<file path="config.mk">
export PLATFORM = sky130hd
export DESIGN_NAME = pwm_capture
export DESIGN_NICKNAME = d
export VERILOG_FILES = /design/src/rtl/pwm_pkg.sv /design/src/rtl/pwm_sync_filter.sv /design/src/rtl/pwm_capture.sv
export SDC_FILE = /design/constraint.sdc
export NUM_CORES = 1
export LEC_CHECK = 0
export CAP_MARGIN = 30
export CORE_UTILIZATION = 50
export DETAILED_ROUTE_END_ITERATION = 8
export DONT_BUFFER_PORTS = 1
export GPL_TIMING_DRIVEN = 0
export PLACE_DENSITY = 0.62
export SETUP_SLACK_MARGIN = 0.1
export SLEW_MARGIN = 15
export SYNTH_ARGS = -nofsm -noshare
export SYNTH_HDL_FRONTEND = slang
export SYNTH_SLANG_ARGS = --single-unit
</file>
<file path="constraint.sdc">
create_clock -name wb_clk_i -period 2.2 [get_ports wb_clk_i]
set_clock_uncertainty 0.05 [all_clocks]
set_input_delay 0.22 -clock wb_clk_i [delete_from_list [all_inputs] [get_ports wb_clk_i]]
set_output_delay 0.22 -clock wb_clk_i [all_outputs]
set_load 0.05 [all_outputs]
</file>
<file path="src/rtl/pwm_pkg.sv">
// Shared PWM definitions: capture FSM states and default widths, common to
// the PWM generator and the PWM capture block.
package pwm_pkg;

    localparam int unsigned PWM_CNT_W    = 16;
    localparam int unsigned PWM_FILT_LEN = 3;

    typedef enum logic [1:0] {
        IDLE = 2'd0,
        HIGH = 2'd1,
        LOW  = 2'd2
    } pwm_state_e;

endpackage

</file>
<file path="src/rtl/pwm_sync_filter.sv">
// Two-flop synchronizer for the PWM pad with an optional glitch filter,
// compiled in by defining PWM_CAPTURE_GLITCH_FILTER_EN.
module pwm_sync_filter
    import pwm_pkg::*;
#(
    parameter int unsigned FILT_LEN = PWM_FILT_LEN
) (
    input  logic clk,
    input  logic rst,
    input  logic d,
    output logic q
);
    logic sync_p0;
    logic sync_p1;

    always_ff @(posedge clk) begin
        if (rst) begin
            sync_p0 <= 1'b0;
            sync_p1 <= 1'b0;
        end else begin
            sync_p0 <= d;
            sync_p1 <= sync_p0;
        end
    end

`ifdef PWM_CAPTURE_GLITCH_FILTER_EN
    // Stage p2: the output follows sync_p1 only after FILT_LEN consecutive
    // samples disagree with it, so shorter pulses never reach q.
    localparam int unsigned RUN_W = (FILT_LEN > 1) ? $clog2(FILT_LEN) : 1;

    logic [RUN_W-1:0] run_p2;
    logic             filt_p2;

    always_ff @(posedge clk) begin
        if (rst) begin
            run_p2  <= '0;
            filt_p2 <= 1'b0;
        end else if (sync_p1 == filt_p2) begin
            run_p2 <= '0;
        end else if (run_p2 == RUN_W'(FILT_LEN - 1)) begin
            run_p2  <= '0;
            filt_p2 <= sync_p1;
        end else begin
            run_p2 <= run_p2 + RUN_W'(1);
        end
    end

    assign q = filt_p2;
`else
    // The window length is irrelevant without the filter; a zero window is not a valid build.
    if (FILT_LEN >= 1) begin : g_direct
        assign q = sync_p1;
    end
`endif

endmodule

</file>
<file path="src/rtl/pwm_capture.sv">
// PWM period / high-time capture. Glitch filter on the input is optional:
// define PWM_CAPTURE_GLITCH_FILTER_EN to compile it in.
module pwm_capture
    import pwm_pkg::*;
#(
    parameter int unsigned CNT_W    = PWM_CNT_W,
    parameter int unsigned FILT_LEN = PWM_FILT_LEN
) (
    input  logic             wb_clk_i,
    input  logic             wb_rst_i,
    input  logic             en_i,
    input  logic             pwm_in,
    output logic [CNT_W-1:0] period_o,
    output logic [CNT_W-1:0] high_o,
    output logic             valid_o,
    output logic             timeout_o,
    output logic             level_o
);
    logic             s;
    logic             s_d;
    logic             rise;
    logic             fall;
    pwm_state_e       state;
    logic [CNT_W-1:0] cnt;
    logic [CNT_W-1:0] hi_cnt;

    function automatic logic cnt_saturated(input logic [CNT_W-1:0] c);
        return &c;
    endfunction

    pwm_sync_filter #(
        .FILT_LEN (FILT_LEN)
    ) u_sync (
        .clk (wb_clk_i),
        .rst (wb_rst_i),
        .d   (pwm_in),
        .q   (s)
    );

    // Both edges come from the same delayed level, so the sync/filter latency cancels out.
    assign rise    = s & ~s_d;
    assign fall    = ~s & s_d;
    assign level_o = s;

    always_ff @(posedge wb_clk_i) begin
        if (wb_rst_i) begin
            s_d       <= 1'b0;
            state     <= IDLE;
            cnt       <= '0;
            hi_cnt    <= '0;
            period_o  <= '0;
            high_o    <= '0;
            valid_o   <= 1'b0;
            timeout_o <= 1'b0;
        end else begin
            s_d     <= s;
            valid_o <= 1'b0;
            if (!en_i) begin
                state <= IDLE;
                cnt   <= '0;
            end else begin
                case (state)
                    IDLE: begin
                        if (rise) begin
                            state     <= HIGH;
                            cnt       <= CNT_W'(1);
                            timeout_o <= 1'b0;
                        end
                    end
                    HIGH: begin
                        if (cnt_saturated(cnt)) begin
                            state     <= IDLE;
                            cnt       <= '0;
                            timeout_o <= 1'b1;
                        end else begin
                            cnt <= cnt + CNT_W'(1);
                            if (fall) begin
                                hi_cnt <= cnt;
                                state  <= LOW;
                            end
                        end
                    end
                    LOW: begin
                        // A rise closes the period even when the counter is saturated.
                        if (rise) begin
                            period_o <= cnt;
                            high_o   <= hi_cnt;
                            valid_o  <= 1'b1;
                            state    <= HIGH;
                            cnt      <= CNT_W'(1);
                        end else if (cnt_saturated(cnt)) begin
                            state     <= IDLE;
                            cnt       <= '0;
                            timeout_o <= 1'b1;
                        end else begin
                            cnt <= cnt + CNT_W'(1);
                        end
                    end
                    default: begin
                        state <= IDLE;
                        cnt   <= '0;
                    end
                endcase
            end
        end
    end

endmodule
</file>
# Yosys cells after proc, flatten, opt, wreduce, memory -nomap -nowiden
# Index checks and enable logic that the tools add are counted.
# op_classes
n_addsub,1
eq_ne,6
n_mux,15
bitwise,7
n_reduce_logical,9
# op_table
operator,n
$mux W16,3
$pmux W16 S3,1
$add A16 B1 Y16 const B,1
$reduce_and A16 Y1,1
$mux W2,5
$reduce_and A4 Y1,2
$ne A3 B3 Y1 const B,2
$pmux W2 S3,1
$reduce_and A3 Y1,2
$not A1 Y1,5
$mux W1,4
$ne A2 B2 Y1 const B,2
$pmux W1 S3,1
$reduce_bool A3 Y1,1
$reduce_or A3 Y1,1
$and A1 B1 Y1,2
$eq A2 B1 Y1 const B,1
$eq A2 B2 Y1 const B,1
$logic_not A2 Y1,1
$reduce_or A2 Y1,1
# totals
register_bits,71
inputBits,4
output_inout_bits,35
wordCells,48

# Logic depth before layout (Yosys ltp)
# Gate-level depths: netlist (run 1).
# depth
word_depth,5
ltp_mapped,7
ltp_nobuf,6

# By module
# A second synthesis (run 1) with hierarchy kept.
# unflattened
cells_unflattened,358
area_unflattened_um2,2984.1
# modules_own_cells
mod,instances,cells_per_inst,area_per_inst_um2,seq_area_each_um2
pwm_capture,1,354,2931.6,1381.3
pwm_sync_filter,1,4,52.6,40.0

# Least setup slack after synthesis (run 1)
# No wires, ideal clock.
# synth_timing
path_kind,register -> register
start,"register u_sync.sync_p1, in the netlist u_sync.q"
end,register cnt[4]
setup_ns,0.070
t_arrival_ns,1.777
required_time_ns,2.080
slack_ns,0.303
path_stages_with_launch,7
path_buffers,1
period_less_slack_ns,1.897
path_cell_list,dfxtp_1 nand2b_1 buf_2 a21oi_1 nand2_1 or3b_1 a21oi_1
# synth_between
elab_chain_cells,3
# synth_lines
element,line_no,source
start: declaration,pwm_sync_filter.sv:14,logic sync_p1;
start signal: assignment,pwm_sync_filter.sv:22,sync_p1 <= sync_p0;
$and A1 B1 Y1 *,pwm_capture.sv:41,assign rise = s & ~s_d;
$mux W16,pwm_capture.sv:85,if (rise) begin
$pmux W16 S3,pwm_capture.sv:62,case (state)
end signal: assignment,pwm_capture.sv:76,cnt <= cnt + CNT_W'(1);
end signal: assignment,pwm_capture.sv:96,cnt <= cnt + CNT_W'(1);
end: declaration,pwm_capture.sv:24,logic [CNT_W-1:0] cnt;
# Every way passes the cells marked *; elsewhere a longest branch is shown, timed or not.
# A chain may end at the register's enable or synchronous reset.

# Worst setup path after layout (run 1)
# layout_timing
start,register cnt[1]
end,register cnt[13]
# layout_between
elab_chain_cells,4
# layout_lines
element,line_no
$add A16 B1 Y16 / $reduce_and A16 Y1 (equally long branches),"pwm_capture.sv:76, pwm_capture.sv:96, pwm_capture.sv:28"
$mux W16 *,"pwm_capture.sv:71, pwm_capture.sv:91"
$mux W16,pwm_capture.sv:85
$pmux W16 S3 *,pwm_capture.sv:62
# Marked as above.

==> impl_metrics.yaml, run 1 <==
status:
  status: "complete, no violations"
floorplan:
  die_y_um: 77.44
  core_um2: 5507
  die_w_um: 77.44
  ioPinCount: 39
  initial_core_util_pct: 51.67
  die-area_um2: 5996
  num_rows: 27
pwr:
  leakagePower_nw: 1.064
  pwr_density_cell_nw_per_um2: 714.1
  ir_drop_mv: 0.3130
  p_total_mw: 2.253
sta:
  setup-violations-final: 0
  rsz0062_at_grt: "false"
  slew_headroom_pct: 57.14
  fin_tns_setup_ps: 0
  slew_viol_final: 0
  fin_crit_ps: 1955
  tightest_slew_ps: 642.9
  fmax_mhz: 511.6
  finalCritPeriodShare_pct: 88.85
  hold_viol: 0
layout:
  final_cell_area_um2: 3154
  diodes: 0
  layout.cells.non_filler: 426
  multiInputGateArea_um2: 1329
  drive_above_1_share_pct: 10.17
  fill_cells: 536
  regArea_um2: 1426
  syn2layout_area_growth_pct: 10.86
  final_util_pct: 57.28
  nets: 359
synthesis:
  synthCells: 334
  async_reset_ff_share_pct: 0
  synth_cell_types: 36
  ys_seq_area_share_pct: 49.96
  ys_warn_count: 0
  syn_area_per_cell_um2: 8.519
  synth_ff_type: "dfxtp_1"
  syn_area_um2: 2845
  synth_nets: 343
  synth_edf_count: 0
  synth-seq-cells: 71
global_routing:
  grt.total_usage_pct: 23.04
  grt_pass1_wl_um: 10680
  grt_start_max_net_pins: 12
  grt_pass1_vias: 2194
  gr-total-overflow: 0
  grt_antenna_before_repair: 0
drt:
  final_antenna_net_count: 0
  avgViaCountPerCell: 5.359
  drt_pre_antenna_iters: 4
  vias: 2283
  drt_drc_violations_left: 0
  drtIter0Drc: 104
  post_drt_wl_per_cell_um: 15.14
  drt_wl_total_um: 6451
place:
  place_area_um2: 2935
  port_buffers: 0
  place_inst: 406
  dp_hpwl_um: 4454
  globalplace.congestion: 0.8286
clocking:
  h-tree-depth: 3
  clk_pin_slew_ps: 70
  clk_latency_ps: 340
  cts_buffers: 9
  cts_tree: "yes"
  cts.sinks: 71
  cts_buffer_depth: 2
  ctsRootBufferMaster: "clkbuf_8"
min_path:
  hold_path_class: "input port to flop"
flow_run:
  max-cap-violations: 0
setup_path:
  critical_path_class: "flop to flop"
  cp.arrival_ps: 2140
  reg2reg_slack_ps: 250
  worstSetupStartpointType: "flop"
  crit_path_max_fanout: 10
  critPathCaptureType: "flop"
  cp.required_ps: 2380
==> layer usage <==
metal / global-route usage, % / share of wire [%] / up-vias
met2: 35.93 / 45 / 55
met1: 30.46 / 48 / 1060
met5: 0 / 0 / -
met4: 10.75 / 2.5 / 0
met3: 4.706 / 3.7 / 17
li1: - / - / 1151
==> power by group <==
group | internal [mW] | total [mW] | leakage [nW] | switching (mW)
logic | 0.0179 | 0.0582 | 0.406 | 0.0403
clock network | 0.428 | 0.901 | 0.0850 | 0.472
registers | 1.29 | 1.29 | 0.573 | 0.00648
==> placed cells by master, fill, tap and decap left out, drive strengths merged, types with 3 or more instances in the layout <==
master and instances:
nand2 74, dfxtp 71, a21oi 45, nor2 39
clkbuf 25, mux2i 14, nand3 13, xor2 9
buf 9, nand4 5, and3 5, nor3 5
ha 5, nor2b 4, inv 3, xnor2 3
clkinv 3
==> stage by stage <==
stage | setup WS (ps) | hold slack [ps]
6_report | 245.3 | 58.51
5_1_grt | 107.5 | 60.98
4_1_cts | 116.0 | 49.80
3_5_place_dp | -79.44 | 321.9
3_3_place_gp | -31.61 | 306.4
2_1_floorplan | 303.3 | 298.2
==> kinds of logic after synthesis <==
family	after synthesis	share of synthesized area (%)
AOI/OAI and AO/OA	54	10.60
xor gates and xnor gates	12	3.694
adders and majority gates	5	2.199
buffers and inverters	22	3.562
DFF	71	49.96
muxes	14	4.925
and+or+nand+nor	156	25.07
==> flip-flops by register name (all words and copies together), names as in the netlist <==
name / count
cnt: 16
hi_cnt: 16
high_o: 16
period_o: 16
s_d: 1
state: 2
timeout_o: 1
u_sync.q: 1
u_sync.sync_p0: 1
valid_o: 1
==> synth_stat cells, types with 2 or more instances <==
master | n | area [um^2]
nand2_1 | 74 | 277.8
nor2b_1 | 4 | 25.02
buf_6 | 2 | 22.52
dfxtp_1 | 71 | 1421
o21ai_0 | 2 | 10.01
nor3_1 | 4 | 20.02
nand3_1 | 13 | 65.06
mux2i_1 | 14 | 140.1
inv_1 | 3 | 11.26
xor2_1 | 9 | 78.83
xnor2_1 | 3 | 26.28
ha_1 | 5 | 62.56
nand2b_1 | 2 | 12.51
nor2_1 | 38 | 142.6
buf_2 | 3 | 15.01
nand4b_1 | 2 | 17.52
and3_1 | 5 | 31.28
clkbuf_1 | 14 | 52.55
a21oi_1 | 45 | 225.2
nand4_1 | 5 | 31.28
==> critical path, stage by stage (launching register included) <==
cell	delay, ps
dfxtp_1	440
ha_2	280
nand4_1	180
nor4_4	330
nor3_2	130
o21bai_2	210
buf_6	180
nor2_1	50
==> path summary, 6_finish.rpt <==
check | startpoint | end | cells after the start
setup / recovery | cnt[1] | cnt[13] | 7
hold / removal | en_i | timeout_o | 2
setup reg to reg | cnt[1] | cnt[13] | 7
hold reg to reg | u_sync.sync_p0 | u_sync.q | 1
==> area by class of cell <==
cell class | instances | share of cell area (%)
Multi-Input combinational cell | 241 | 42.13
Buffer | 19 | 2.975
Tap cell | 72 | 2.856
Clock buffer | 11 | 4.482
Clock inverter | 4 | 0.7140
Timing Repair Buffer | 5 | 1.269
Sequential cell | 71 | 45.22
Inverter | 3 | 0.3570
==> repair_timing <==
item                                    4_1_cts  5_1_grt
endpoints found under the setup margin       51       44
pin swaps                                     1        2
resized for setup                             4        6
buffers inserted                              1        3
hold buffers                                  1        0
endpoints found under the hold margin         1        0
(Power assumes the default switching activity.)
==> run 2: changes to the inputs <==
ABC_AREA = 0   (was not set)
ABC_CLOCK_PERIOD_IN_PS = 2380   (was not set)
clock period = 2.38 ns   (was 2.2 ns; I/O delays follow)
==> impl_metrics.yaml, run 2 (same netlist as run 1, synthesis figures left out) <==
drt:
  drt_drc_violations_left: 0
  drt_pre_antenna_iters: 4
  drtIter0Drc: 117
  final_antenna_net_count: 0
  post_drt_wl_per_cell_um: 15.31
  avgViaCountPerCell: 5.367
  vias: 2281
  drt_wl_total_um: 6505
sta:
  fin_crit_ps: 2132
  tightest_slew_ps: 644.5
  fin_hold_ws_ps: 75.30
  rsz0062_at_grt: "false"
  fin_tns_setup_ps: 0
  hold_viol: 0
  setup-violations-final: 0
  slew_headroom_pct: 57.03
  slew_viol_final: 0
  fmax_mhz: 468.9
  fin_ws_ps: 247.5
  finalCritPeriodShare_pct: 89.60
pwr:
  p_int_mw: 1.603
  netSwitchingFraction_pct: 22.98
  pwr-share-comb_pct: 2.6
  leakagePower_nw: 1.056
  net-switching-power_mw: 0.4782
  ir_drop_mv: 0.3131
  power_frac_clock_pct: 39.9
  power_frac_seq_pct: 57.5
  pwr_density_cell_nw_per_um2: 664.0
min_path:
  min_path_cells: 2
  hold_path_class: "input port to flop"
  min_from: "en_i"
  holdPathEnd: "timeout_o"
floorplan:
  num_rows: 27
  die_y_um: 77.44
  core_um2: 5507
  ioPinCount: 39
  die_w_um: 77.44
  die-area_um2: 5996
  initial_core_util_pct: 51.67
setup_path:
  worstReg2RegStart: "cnt[0]"
  cp_slowest_cell: "or4b_2"
  worst_path_most_repeated_cell: "buf_4"
  crit_chain: "ha_1, nand4_1, nor4_4, buf_4, buf_4, or4b_2, a21oi_1"
  reg2reg_slack_ps: 250
  crit_path_max_fanout: 6
  cp.required_ps: 2600
  worstSetupStartpointType: "flop"
  critPathCaptureType: "flop"
  reg2reg_to: "state[1]"
  ff2ff_path_depth: 7
  critical_path_class: "flop to flop"
  cp.arrival_ps: 2350
  critPathMaxStageDelay_ps: 640
layout:
  final_util_pct: 56.92
  syn2layout_area_growth_pct: 10.16
  mostFrequentLayoutCell: "nand2_1"
  layout.cells.non_filler: 425
  most-common-layout-cells: "74 x nand2_1, 70 x dfxtp_1, 45 x a21oi_1"
  drive_above_1_share_pct: 8.499
  nets: 358
  diodes: 0
place:
  dp_hpwl_um: 4454
  dp_slack_ps: 100.6
  place_inst: 406
  port_buffers: 0
  globalplace.congestion: 0.8286
global_routing:
  grt.total_usage_pct: 22.99
  gr-total-overflow: 0
  grt_pass1_wl_um: 10640
  grt_pass1_vias: 2175
  grt_start_max_net_pins: 12
  grt_antenna_before_repair: 0
clocking:
  cts.sinks: 71
  cts_tree: "yes"
  clk_pin_slew_ps: 70
  clk_latency_ps: 340
  cts_buffers: 9
  h-tree-depth: 3
  ctsRootBufferMaster: "clkbuf_8"
  cts_buffer_depth: 2
flow_run:
  max-cap-violations: 0
status:
  status: "complete, no violations"
## run 2: stage by stage
stage | power, mW | area [um^2]
after floorplan | 1.262 | 2845
after global placement | 1.276 | 2935
after detailed placement | 1.276 | 2935
after CTS | 2.093 | 3110
after global routing | 2.142 | 3134
final | 2.081 | 3134
## run 2: power groups by stage
stage,clock [mW],combinational (mW),sequential [mW]
final,0.831,0.0537,1.20
after detailed placement,0,0.0525,1.22
after CTS,0.842,0.0538,1.20
after global placement,0,0.0521,1.22
after global routing,0.886,0.0596,1.20
after floorplan,0,0.0395,1.22
## run 2: worst max-delay path by stage
stage                         from      endpoint  slack (ps)  cells after the start
after CTS                   cnt[0]       cnt[13]         240                      7
after global routing      u_sync.q  period_o[13]         140                      6
final                       cnt[0]      state[1]         250                      7
after detailed placement  u_sync.q     high_o[8]         100                      6
after global placement    u_sync.q     high_o[7]         150                      6
after floorplan           u_sync.q        cnt[4]         480                      6
## run 2: repair_timing
item	in CTS	in global routing
pin swaps	0	1
gates resized for setup	1	2
hold endpoints to repair	1	0
setup buffers	0	3
endpoints found under the setup margin	10	21
hold buffers	1	0
## run 2: metal layers
layer | vias up | global-route usage (%) | wire length [um] | part of all wire [%]
li1 | 1150 | - | - | -
met1 | 1061 | 30.46 | 3128 | 48
met2 | 56 | 36.11 | 2995 | 46
met3 | 14 | 4.706 | 275 | 4.2
met4 | 0 | 10.00 | 106 | 1.6
met5 | - | 0 | 0 | 0
## run 2: final cells by class
class,count,area [um^2]
Clock buffer,11,141.4
Inverter,3,11.26
Clock inverter,4,22.52
Timing Repair Buffer,4,32.53
Tap cell,72,90.09
Buffer,19,91.34
Fill cell,547,2372
Multi-Input combinational cell,241,1323
Sequential cell,71,1423
## run 2: critical path: cells and delay by family (launching register included)
family                   cells  cell delay, ps
buffers and inverters        2             300
adder cells (fa/ha/maj)      1             300
AND/OR/NAND/NOR              3             890
flip-flops                   1             390
AO/OA/AOI/OAI                1             140
==> RTL change 1: new RTL, flow settings as in run 2 <==
Set the package constant `PWM_CNT_W` to 12 (it was 16).
--- a/src/rtl/pwm_pkg.sv
+++ b/src/rtl/pwm_pkg.sv
@@ -4,3 +4,3 @@
 
-    localparam int unsigned PWM_CNT_W    = 16;
+    localparam int unsigned PWM_CNT_W    = 12;
     localparam int unsigned PWM_FILT_LEN = 3;
Interface: changed (resized high_o and period_o); port bits go from 39 to 31. No check against the original RTL was run, so the function may have changed too.
==> RTL change 1 against run 2 <==
Wire length shrank 18%. Setup slack gained 0.051 ns. Total power shrank 26%. Area after synthesis shrank 14%. Sequential power shrank 23%. Critical endpoint is now hi_cnt[0]. Hold slack gained 0.052 ns. Cell area shrank 16%. Sequential cell count shrank 16.
==> RTL change 1: results (changes against run 2) <==
Status
  • Status: completed (unchanged)

Routing
  • Drt first pass iters: 4 (unchanged)
  • Top Layer Used: met4 (unchanged)
  • M1 WL: 2.56 mm (was 3.13 mm)
  • DR iter-0 viols: 81 (was 117)
  • WL per Instance: 15.1 µm (was 15.3 µm)
  • Mean number of vias per cell: 5.44 (was 5.37)
  • Met3 routed WL: 189 µm (was 275 µm)
  • Metal2 WL: 2.52 mm (was 3.00 mm)

Placed design
  • I/O Buffers: 0 (unchanged)
  • DP HPWL: 3.77 mm (was 4.45 mm)
  • Placement Setup Slack: 0.185 ns (was 0.101 ns)
  • Placed Area: 2530 µm² (was 2940 µm²)
  • Placer Congestion: 0.864 (was 0.829)

Global route
  • Met2 Use GR: 35.3% (was 36.1%)
  • Initial antenna violation count: 0 (unchanged)
  • Vias in the first global route: 1,758 (was 2,175)
  • Largest net degree at the start of global routing: 17 (was 12)
  • GR Util met1: 30.1% (was 30.5%)
  • Total GRT Usage: 22.1% (was 23.0%)
  • Met3 usage: 4.58% (was 4.71%)
  • First-pass GRT wire length: 8.76 mm (was 10.6 mm)

Synthesis
  • YS warnings: 0 (unchanged)
  • Mean Syn Cell Area: 8.79 µm² (was 8.52 µm²)
  • Top post-synthesis cells by count: nand2_1 (58), dfxtp_1 (55), a21oi_1 (32) (was nand2_1 (74), dfxtp_1 (71), a21oi_1 (45))
  • Netlist cell types: 45 (was 36)
  • Sequential area share after synthesis: 45.0% (was 50.0%)
  • Syn_nets: 287 (was 343)
  • Ranking of synthesized cells by area: dfxtp_1 (45%), nand2_1 (8.9%), a21oi_1 (6.6%) (was dfxtp_1 (50%), nand2_1 (9.8%), a21oi_1 (7.9%))

Worst hold path
  • Min-delay worst type: input pin to flip-flop (unchanged)
  • Worst Hold Path Cells: 2 (unchanged)

Worst setup path
  • CP max stage delay: 0.50 ns (was 0.64 ns)
  • Worst setup path startpoint: cnt[0] (unchanged)
  • Critical-path top delay cell: dfxtp_1 (was or4b_2)
  • Crit path max fanout: 10 (was 6)
  • Cell family with most CP delay: flip-flops (was simple AND/OR/NAND/NOR gates)
  • CP Data Arrival Time: 2.22 ns (was 2.35 ns)
  • R2R cell count: 6 (was 7)

STA
  • Worst rel slew slack: 64.4% (was 57.0%)

Finish
  • Fillers: 465 (was 547)
  • Nets@finish: 295 (was 358)
  • Filler-free cell count of the finished design: 354 (was 425)
  • N_diodes: 0 (unchanged)
  • Layout cells sized above 1: 10.1% (was 8.50%)

Clock network
  • # H-tree levels: 2 (was 3)
  • CTS Root Cell: clkbuf_8 (unchanged)
  • Worst-path clk slew: 0.09 ns (was 0.07 ns)
  • CTS Hold Bufs: 1 (unchanged)
  • Post_cts resized: 0 (was 1)
  • Worst skew pair latency: 0.31 ns (was 0.34 ns)
  • Total CTS buffers: 5 (was 9)

Power and ir drop
  • LEAKAGE: 0.996 nW (was 1.06 nW)
  • Peak VDD IR: 321 µV (was 313 µV)
  • Pint: 0.00118 W (was 0.00160 W)
  • Logic pwr share: 4.1% (was 2.6%)
  • Seq group: 0.000929 W (was 0.00120 W)
  • Total combinational power: 0.0000625 W (was 0.0000537 W)
==> RTL change 1: area by class of cell <==
class | count | area [µm²] | share of cell area [%]
sequential | 55 | 1100 | 41.8
timing repair buffer | 1 | 10.0 | 0.380
multi-input combinational | 196 | 1210 | 46.0
clock inverter | 1 | 8.76 | 0.332
tap | 67 | 83.8 | 3.18
clock buffer | 7 | 86.3 | 3.27
buffer | 20 | 108 | 4.08
inverter | 7 | 26.3 | 0.996
==> RTL change 1: kinds of logic after synthesis <==
| family | synth area share [%] |
|---|---|
| buffers and inverters | 5.48 |
| flip-flops | 45.0 |
| multiplexers | 6.14 |
| adder cells (fa/ha/maj) | 2.56 |
| XOR/XNOR | 1.43 |
| AO/OA/AOI/OAI | 16.4 |
| AND/OR/NAND/NOR | 22.9 |
==> RTL change 1: final timing paths <==
path                to  slack [ns]
max reg2reg  hi_cnt[0]        0.30
max          hi_cnt[0]        0.30
min          timeout_o        0.13
min reg2reg   u_sync.q        0.39
==> RTL change 2: new RTL, config.mk and constraints of run 2 <==
Without the edit above. Encoding of `pwm_state_e`: now one-hot (3 bits for 3 states).
--- a/src/rtl/pwm_pkg.sv
+++ b/src/rtl/pwm_pkg.sv
@@ -7,6 +7,6 @@
 
-    typedef enum logic [1:0] {
-        IDLE = 2'd0,
-        HIGH = 2'd1,
-        LOW  = 2'd2
+    typedef enum logic [2:0] {
+        IDLE = 3'b001,
+        HIGH = 3'b010,
+        LOW  = 3'b100
     } pwm_state_e;
Behaviour: same outputs for any inputs over 10 cycles, from zero or initial values and one cycle with wb_rst_i high; not proved beyond that.
==> RTL change 2 against run 2 <==
Cell area increased by 6.1%. Largest power group unchanged. Setup slack lost 0.069 ns. Sequential cell count increased by 1. Wire length rose by 9.1%. Die area up 4.5%. Area after synthesis increased by 4.7%. Sequential share of layout area is 2.0 points lower. Count of clock-buffer cells in the layout rose by 1. Clock power up 22%. Critical path depth shrank 2. Largest cell class unchanged. Total power increased by 9.6%.
==> RTL change 2: results (changes against run 2) <==
Status
  • Status: completed (unchanged)

STA
  • Worst rel slew slack: 37.5% (was 57.0%)

Global route
  • GR Util met1: 32.1% (was 30.5%)
  • First-pass GRT wire length: 11.4 mm (was 10.6 mm)
  • Total GRT Usage: 24.3% (was 23.0%)
  • Largest net degree at the start of global routing: 13 (was 12)
  • Vias in the first global route: 2,285 (was 2,175)
  • Met3 usage: 5.86% (was 4.71%)
  • Met2 Use GR: 37.2% (was 36.1%)

Power and ir drop
  • Peak VDD IR: 474 µV (was 313 µV)
  • LEAKAGE: 1.07 nW (was 1.06 nW)

Finish
  • Final Instance Area: 3330 µm² (was 3130 µm²)
  • Buffers excl. clock: 29 (was 23)
  • ClkCell Share: 6.21% (was 5.23%)
  • Clock buf count: 12 (was 11)
  • Multi-input combinational area share: 43.0% (was 42.2%)
  • Fillers: 538 (was 547)
  • Multi-input comb cells: 253 (was 241)
  • Number of non-clock inverters: 1 (was 3)

Synthesis
  • Syn_nets: 355 (was 343)
  • Top post-synthesis cells by count: nand2_1 (75), dfxtp_1 (72), a21oi_1 (42) (was nand2_1 (74), dfxtp_1 (71), a21oi_1 (45))
  • Netlist cell types: 40 (was 36)
  • Ranking of synthesized cells by area: dfxtp_1 (48%), nand2_1 (9.5%), a21oi_1 (7.1%) (was dfxtp_1 (50%), nand2_1 (9.8%), a21oi_1 (7.9%))
  • Synth Instances: 350 (was 334)
  • Sequential area share after synthesis: 48.4% (was 50.0%)

Placed design
  • Placer Congestion: 0.876 (was 0.829)
  • Placed Cells: 422 (was 406)
  • DP HPWL: 4.89 mm (was 4.45 mm)

Routing
  • Mean number of vias per cell: 5.65 (was 5.37)
  • M1 WL: 3.26 mm (was 3.13 mm)
  • Metal2 WL: 3.32 mm (was 3.00 mm)
  • Met3 routed WL: 417 µm (was 275 µm)
  • Drt total wl: 7.09 mm (was 6.51 mm)

Worst setup path
  • CP Data Arrival Time: 2.37 ns (was 2.35 ns)
  • CP max stage delay: 0.51 ns (was 0.64 ns)

Clock network
  • Sink Count: 72 (was 71)
==> RTL change 2: changes by cell type after synthesis, moves of 6 or more <==
cell,change
xor2_1,-8
a31oi_1,+10
nand3_1,-6
nor2_1,-7
==> RTL change 2: kinds of logic (layout without fill, tap and decap cells) <==
group | Yosys count | count (layout) | share of synthesized area, %
XOR/XNOR | 1 | 1 | 0.294
adder cells (fa/ha/maj) | 1 | 1 | 0.420
AND/OR/NAND/NOR | 155 | 155 | 25.5
AO/OA/AOI/OAI | 78 | 78 | 15.6
flip-flops | 72 | 72 | 48.4
buffers and inverters | 25 | 46 | 3.78
multiplexers | 18 | 18 | 6.05
==> RTL change 2: final timing paths <==
kind,start,to,slack (ns),cells after the start
setup / recovery,cnt[1],state[1],0.18,5
hold / removal,en_i,timeout_o,0.05,2
setup reg to reg,cnt[1],state[1],0.18,5
hold reg to reg,u_sync.sync_p0,u_sync.q,0.39,1
==> RTL change 2: what timing repair did <==
action	4_1_cts	5_1_grt
resized for setup	2	4
setup endpoints to repair	37	6
endpoints found under the hold margin	2	0
setup buffers	3	0
pin swaps	2	0
hold buffers	2	0
==> RTL change 2: critical path, delay by kind of cell (launching register included) <==
| kind | cells | cell delay, ns |
|---|---|---|
| AOI/OAI and AO/OA | 2 | 0.65 |
| and+or+nand+nor | 2 | 0.57 |
| DFF | 1 | 0.51 |
| adders and majority gates | 1 | 0.29 |
==> RTL change 2: where the power goes <==
| group | switching, W | internal (W) | leakage [nW] |
|---|---|---|---|
| Combinational | 0.0000459 | 0.0000159 | 0.381 |
| Clock | 0.000461 | 0.000544 | 0.103 |
| Sequential | 0.00000692 | 0.00121 | 0.581 |
| Total | 0.000514 | 0.00177 | 1.07 |
